### config.mk
export PLATFORM = sky130hd
export DESIGN_NAME = output_conditioner
export DESIGN_NICKNAME = d
export VERILOG_FILES = /design/src/rtl/output_conditioner.sv
export SDC_FILE = /design/constraint.sdc
export NUM_CORES = 1
export LEC_CHECK = 0
export CORE_AREA = 3 3 40 42
export DETAILED_ROUTE_END_ITERATION = 8
export DIE_AREA = 0 0 43 45
export SKIP_CTS_REPAIR_TIMING = 1
export SYNTH_ARGS = -nofsm -noshare
export SYNTH_HDL_FRONTEND = slang
export SYNTH_SLANG_ARGS = --single-unit
### constraint.sdc
create_clock -name clk -period 2.4 [get_ports clk]
set_input_delay 0.36 -clock clk [delete_from_list [all_inputs] [get_ports clk]]
set_output_delay 0.36 -clock clk [all_outputs]
set_load 0.01 [all_outputs]
### src/rtl/output_conditioner.sv
`default_nettype none
// ============================================================================
// Module   : output_conditioner
// Purpose  : Turns one-cycle rise/fall request strobes into a glitch-free pin
//            level that holds each level for at least waittime cycles.
// Revision : 1.0 - initial release
// ============================================================================
module output_conditioner #(
    parameter int waittime     = 3,
    parameter int counterwidth = 3,
    parameter bit initlevel    = 1'b1
) (
    input  logic clk,
    input  logic reset_n,
    input  logic rise,
    input  logic fall,
    output logic pin,
    output logic busy,
    output logic changed,
    output logic conflict
);

    typedef enum logic [0:0] {
        ST_IDLE = 1'b0,
        ST_HOLD = 1'b1
    } state_t;

    localparam logic [counterwidth-1:0] c_reload = counterwidth'(waittime - 1);

    state_t                  r_state, w_state_nxt;
    logic [counterwidth-1:0] r_cnt, w_cnt_nxt;
    logic                    r_pend_vld, w_pend_vld_nxt;
    logic                    r_pend_tgt, w_pend_tgt_nxt;
    logic                    r_pin, w_pin_nxt;
    logic                    r_changed, w_changed_nxt;
    logic                    r_conflict;

    logic w_req_vld;
    logic w_req_tgt;
    logic w_eff_vld;
    logic w_eff_tgt;

    // Simultaneous rise and fall is treated as no request at all.
    assign w_req_vld = rise ^ fall;
    assign w_req_tgt = rise;

    // A request in the expiry cycle takes precedence over the stored one.
    assign w_eff_vld = w_req_vld | r_pend_vld;
    assign w_eff_tgt = w_req_vld ? w_req_tgt : r_pend_tgt;

    always_comb begin
        w_state_nxt    = r_state;
        w_cnt_nxt      = r_cnt;
        w_pend_vld_nxt = r_pend_vld;
        w_pend_tgt_nxt = r_pend_tgt;
        w_pin_nxt      = r_pin;
        w_changed_nxt  = 1'b0;

        case (r_state)
            ST_IDLE: begin
                if (w_req_vld && (w_req_tgt != r_pin)) begin
                    w_pin_nxt     = w_req_tgt;
                    w_cnt_nxt     = c_reload;
                    w_changed_nxt = 1'b1;
                    w_state_nxt   = ST_HOLD;
                end
            end
            ST_HOLD: begin
                if (r_cnt == '0) begin
                    w_pend_vld_nxt = 1'b0;
                    if (w_eff_vld && (w_eff_tgt != r_pin)) begin
                        w_pin_nxt     = w_eff_tgt;
                        w_cnt_nxt     = c_reload;
                        w_changed_nxt = 1'b1;
                    end else begin
                        w_state_nxt = ST_IDLE;
                    end
                end else begin
                    w_cnt_nxt = r_cnt - 1'b1;
                    if (w_req_vld) begin
                        w_pend_vld_nxt = 1'b1;
                        w_pend_tgt_nxt = w_req_tgt;
                    end
                end
            end
            default: w_state_nxt = ST_IDLE;
        endcase
    end

    always_ff @(posedge clk) begin
        if (!reset_n) begin
            r_state    <= ST_IDLE;
            r_cnt      <= '0;
            r_pend_vld <= 1'b0;
            r_pend_tgt <= 1'b0;
            r_pin      <= initlevel;
            r_changed  <= 1'b0;
            r_conflict <= 1'b0;
        end else begin
            r_state    <= w_state_nxt;
            r_cnt      <= w_cnt_nxt;
            r_pend_vld <= w_pend_vld_nxt;
            r_pend_tgt <= w_pend_tgt_nxt;
            r_pin      <= w_pin_nxt;
            r_changed  <= w_changed_nxt;
            r_conflict <= rise & fall;
        end
    end

    assign pin      = r_pin;
    assign busy     = (r_state == ST_HOLD);
    assign changed  = r_changed;
    assign conflict = r_conflict;

endmodule
`default_nettype wire
* Yosys cells after proc, flatten, opt, wreduce, memory -nomap -nowiden
Index checks and enable logic that the tools add are counted.
Word-level totals: bits of input ports 4, word-level logic and storage cells 44, output and inout port bits 4, bits in registers 9
Operators by class: multiplexer cells 17, $add $sub $neg 1, bitwise logic cells 5, reductions and logical operators 8, equal/unequal tests 6
Operator list (count):
- $mux W1 | 10
- $mux W3 | 3
- $pmux W1 S2 | 3
- $pmux W3 S2 | 1
- $reduce_and A2 Y1 | 3
- $ne A2 B1 Y1 const B | 2
- $logic_not A3 Y1 | 1
- $ne A3 B2 Y1 const B | 1
- $reduce_and A3 Y1 | 1
- $sub A3 B1 Y3 const B | 1
- $logic_and A1 B1 Y1 | 2
- $ne A1 B1 Y1 | 2
- $ne A2 B2 Y1 const B | 1
- $not A1 Y1 | 2
- $reduce_bool A2 Y1 | 1
- $and A1 B1 Y1 | 1
- $or A1 B1 Y1 | 1
- $xor A1 B1 Y1 | 1

* Depth between registers and ports, before layout
depth in word-level cells 7, mapped depth 6, depth with buffers taken out 6

* Worst setup path before layout
OpenSTA, ideal clock, no wires.
kind input -> register, from input port rise, to register r_cnt[0], path buffers 1, required time 2278 ps, setup time 122 ps, data arrival time 1790 ps, setup slack 488 ps, cell stages on the path 6, cell sequence ha_1 buf_6 or3b_1 a32o_1 and2_4 o311a_1
Between the ends: longest elaborated chain between the ends 6, elaborated cells on any way between the ends 10, classes of those cells eq/ne (4); mux (1); bitwise (2); reduce/logical (3)
RTL lines:
- start, declared | RTL line 15 | input logic rise,
- $xor A1 B1 Y1 | RTL line 44 | assign w_req_vld = rise ^ fall;
- $mux W1
- $ne A1 B1 Y1 | RTL line 71 | if (w_eff_vld && (w_eff_tgt != r_pin)) begin
- $logic_and A1 B1 Y1 | RTL line 71
- $ne A3 B2 Y1 (no line)
- $reduce_and A2 Y1 (no line) (*)
- end signal, assigned | RTL line 101 | r_cnt <= w_cnt_nxt;
- end, declared | RTL line 31 | logic [counterwidth-1:0] r_cnt, w_cnt_nxt;
Mark *: on every way between the ends. The rest lies on a longest branch, timed or not. A chain may end at the register's enable or synchronous reset.

* Worst setup path in the final report
from input port rise, to register r_cnt[1]
Same word-level chain as after synthesis.

==> run metrics <==
syn_area_per_cell between 9 and 10 um^2; fin crit period 2.07 ns; RR Endpoint r_cnt[1]; nets@finish 71; yosys warns 0; Final Non-Filler Cells 78; RePlAce Congestion 0.671; Synth cell types 28; Placed Cells incl. Taps 74; crit path kind in -> reg; Core Footprint roughly 1300 um^2; Initial Utilization a little under two fifths; r2r setup slk 0.86 ns; Leak 0.239 nW; Die ar. about 1900 um^2; PD cells 753 nW/um^2; Place WS 0.0629 ns; Fmax about 480 MHz; Worst setup endpoint r_cnt[1]; syn nets 59; clk slew on worst S/H paths around 0.060 ns; setup TNS 0 ns; clock sinks 9; IO Pins 8; vias in the first global route 385; slew margin rel. about four fifths; I/O Buffers 7; Register Area about 180 um^2; Synth Instances 52; CP max stage cell clkdlybuf4s50_1; CP startpoint rise; Iteration-0 DRC Markers 1; ant diodes 0; Syn Std Cell Area just under 500 um^2; worst path cell trace clkdlybuf4s50_1 -> ha_1 -> or3b_1 -> a32o_1 -> a21oi_1 -> o221a_2; total power 0.000449 W; Pins Over Slew Limit 0; final antenna-violating net count 0; register bit count reported by yosys 9; fin crit share between 80% and 90%; Num CTS Buffers 3; Worst path max stage delay 0.43 ns; Crit Reg-Reg Startpoint r_pend_tgt; clk_lat worst skew 0.25 ns; clk root buf clkbuf_4; largest net degree at the start of global routing 11; WL per Instance around 11 um; Fillers 122; Clock Path Buffers 2; Max Cap Violations 0; first-pass GRT wire length 1560 um; Vias/cell between 4 and 5; initial antenna violation count 0; sequential share of the synthesized area between 30% and 40%; outcome completed; final WL approximately 870 um; Finish-stage setup viols 0; VDD IR max 0.419 mV; clk_skew about 0.0024 ns; H-tree depth 1; Die Y approximately 45 um; via count 384; Final WS setup approximately 0.33 ns; die width 43 um; RSZ-0062 raised after global routing no; reg2reg path depth 4; DPL Wire Length roughly 680 um; router iterations before antenna repair 4; area of the multi-input gates roughly 280 um^2; CP endpoint kind flip-flop; row cnt 13; crit path max fanout 4; GRT overflow 0; startpoint class of the critical path primary input; Total GRT Usage 11.1%; CP required about 2.6 ns; actual slew at the worst max-slew pin between 0.3 and 0.4 ns; DRC Markers 0; fraction of layout cells with a size suffix above 1 12.7%; area grow syn2layout 23.9%; final count of hold timing violations 0; CP arrival between 2 and 2.5 ns; CTS tree yes; worst hold path type reg -> reg
==> metal layers <==
metal	vias up	track usage, %	wire (um)
met5	-	0	0
met4	0	1.81	8
met3	2	7.17	49
met2	11	18.6	403
met1	163	12.2	406
li1	208	-	-
==> state kept, by name, indices dropped and copies added (netlist names) <==
| name | count |
|---|---|
| changed | 1 |
| r_cnt | 3 |
| r_pend_tgt | 1 |
| busy | 1 |
| pin | 1 |
| r_pend_vld | 1 |
| conflict | 1 |
==> per-stage QoR <==
step	utilization [%]	hold slack (ns)	instance area [um^2]
final	46.4	0.529	597
after detailed placement	44.4	0.523	571
after global placement	44.4	0.528	571
after CTS	46.4	0.531	597
after global routing	46.4	0.563	597
after floorplan	-	0.449	482
==> worst max-delay path, delay by kind of cell <==
| kind | cells | cell delay [ns] |
|---|---|---|
| and+or+nand+nor | 1 | 0.36 |
| AOI/OAI and AO/OA | 3 | 0.78 |
| buffers and inverters | 1 | 0.43 |
| adders and majority gates | 1 | 0.33 |
==> placed cells by master, fill, tap and decap left out <==
cell type / Yosys / layout
nand2_1: 4 / 4
nand3b_1: 1 / 1
clkdlybuf4s50_1: 0 / 7
or2_2: 1 / 1
o211ai_1: 1 / 1
nor2b_1: 2 / 2
clkbuf_1: 1 / 1
o21ai_0: 1 / 1
mux2i_1: 2 / 2
o311a_1: 1 / 1
or3b_1: 1 / 1
and2_4: 1 / 1
dfxtp_1: 9 / 9
clkbuf_4: 0 / 3
buf_4: 0 / 2
nand2b_1: 2 / 2
or2b_1: 1 / 1
xor2_1: 1 / 1
o22a_1: 1 / 1
a21oi_1: 5 / 5
o221ai_1: 1 / 1
inv_1: 3 / 3
o221a_2: 1 / 1
a32o_1: 1 / 1
nor2_1: 1 / 1
nand3_1: 1 / 1
nor3b_1: 2 / 2
a21o_1: 1 / 1
ha_1: 3 / 3
and2_1: 2 / 2
==> area by class of cell <==
type | instances | area share [%]
Clock buffer | 4 | 4.40
Sequential cell | 9 | 30.2
Inverter | 3 | 1.89
Timing Repair Buffer | 9 | 14.3
Multi-Input combinational cell | 38 | 46.1
Tap cell | 15 | 3.14
==> worst min-delay path by stage <==
stage | cells after the start | slack (ns) | to | startpoint
2_1_floorplan | 1 | 0.45 | pin | reset_n
3_3_place_gp | 2 | 0.53 | r_pend_vld | r_pend_vld
3_5_place_dp | 2 | 0.52 | r_pend_vld | r_pend_vld
4_1_cts | 2 | 0.53 | r_pend_vld | r_pend_vld
5_1_grt | 1 | 0.56 | r_cnt[1] | r_cnt[1]
6_report | 2 | 0.53 | r_pend_vld | r_pend_vld
==> cells in the mapped netlist (all sizes together) <==
cell type  number  area share [%]
clkbuf          1            0.78
and2            3             4.4
a21oi           5             5.2
buf             1             2.3
nand2b          2             2.6
o221ai          1             1.8
o311a           1             2.1
mux2i           2             4.2
o22a            1             1.8
o211ai          1             1.6
nand2           4             3.1
or3b            1             1.8
a32o            1             2.1
nand3           1             1.0
nand3b          1             1.6
inv             3             2.3
or2b            1             1.6
nor2b           2             2.6
or2             1             1.3
o21ai           1             1.0
dfxtp           9              37
xor2            1             1.8
ha              3             7.8
a21o            1             1.6
nor2            1            0.78
o221a           1             2.3
nor3b           2             3.1
==> logic make-up after synthesis <==
logic type / share of synthesized area, %
xor gates and xnor gates: 1.82
DFF: 37.4
buffers and inverters: 5.45
muxes: 4.16
AOI/OAI and AO/OA: 19.5
adders and majority gates: 7.79
and+or+nand+nor: 23.9
==> report_power, final <==
part / switching [W] / total (W) / internal [W]
sequential: 0.0000184 / 0.000188 / 0.000169
clock: 0.0000482 / 0.000112 / 0.0000638
combinational: 0.0000715 / 0.000150 / 0.0000780
Note: power is estimated with default switching activity, not from simulation.
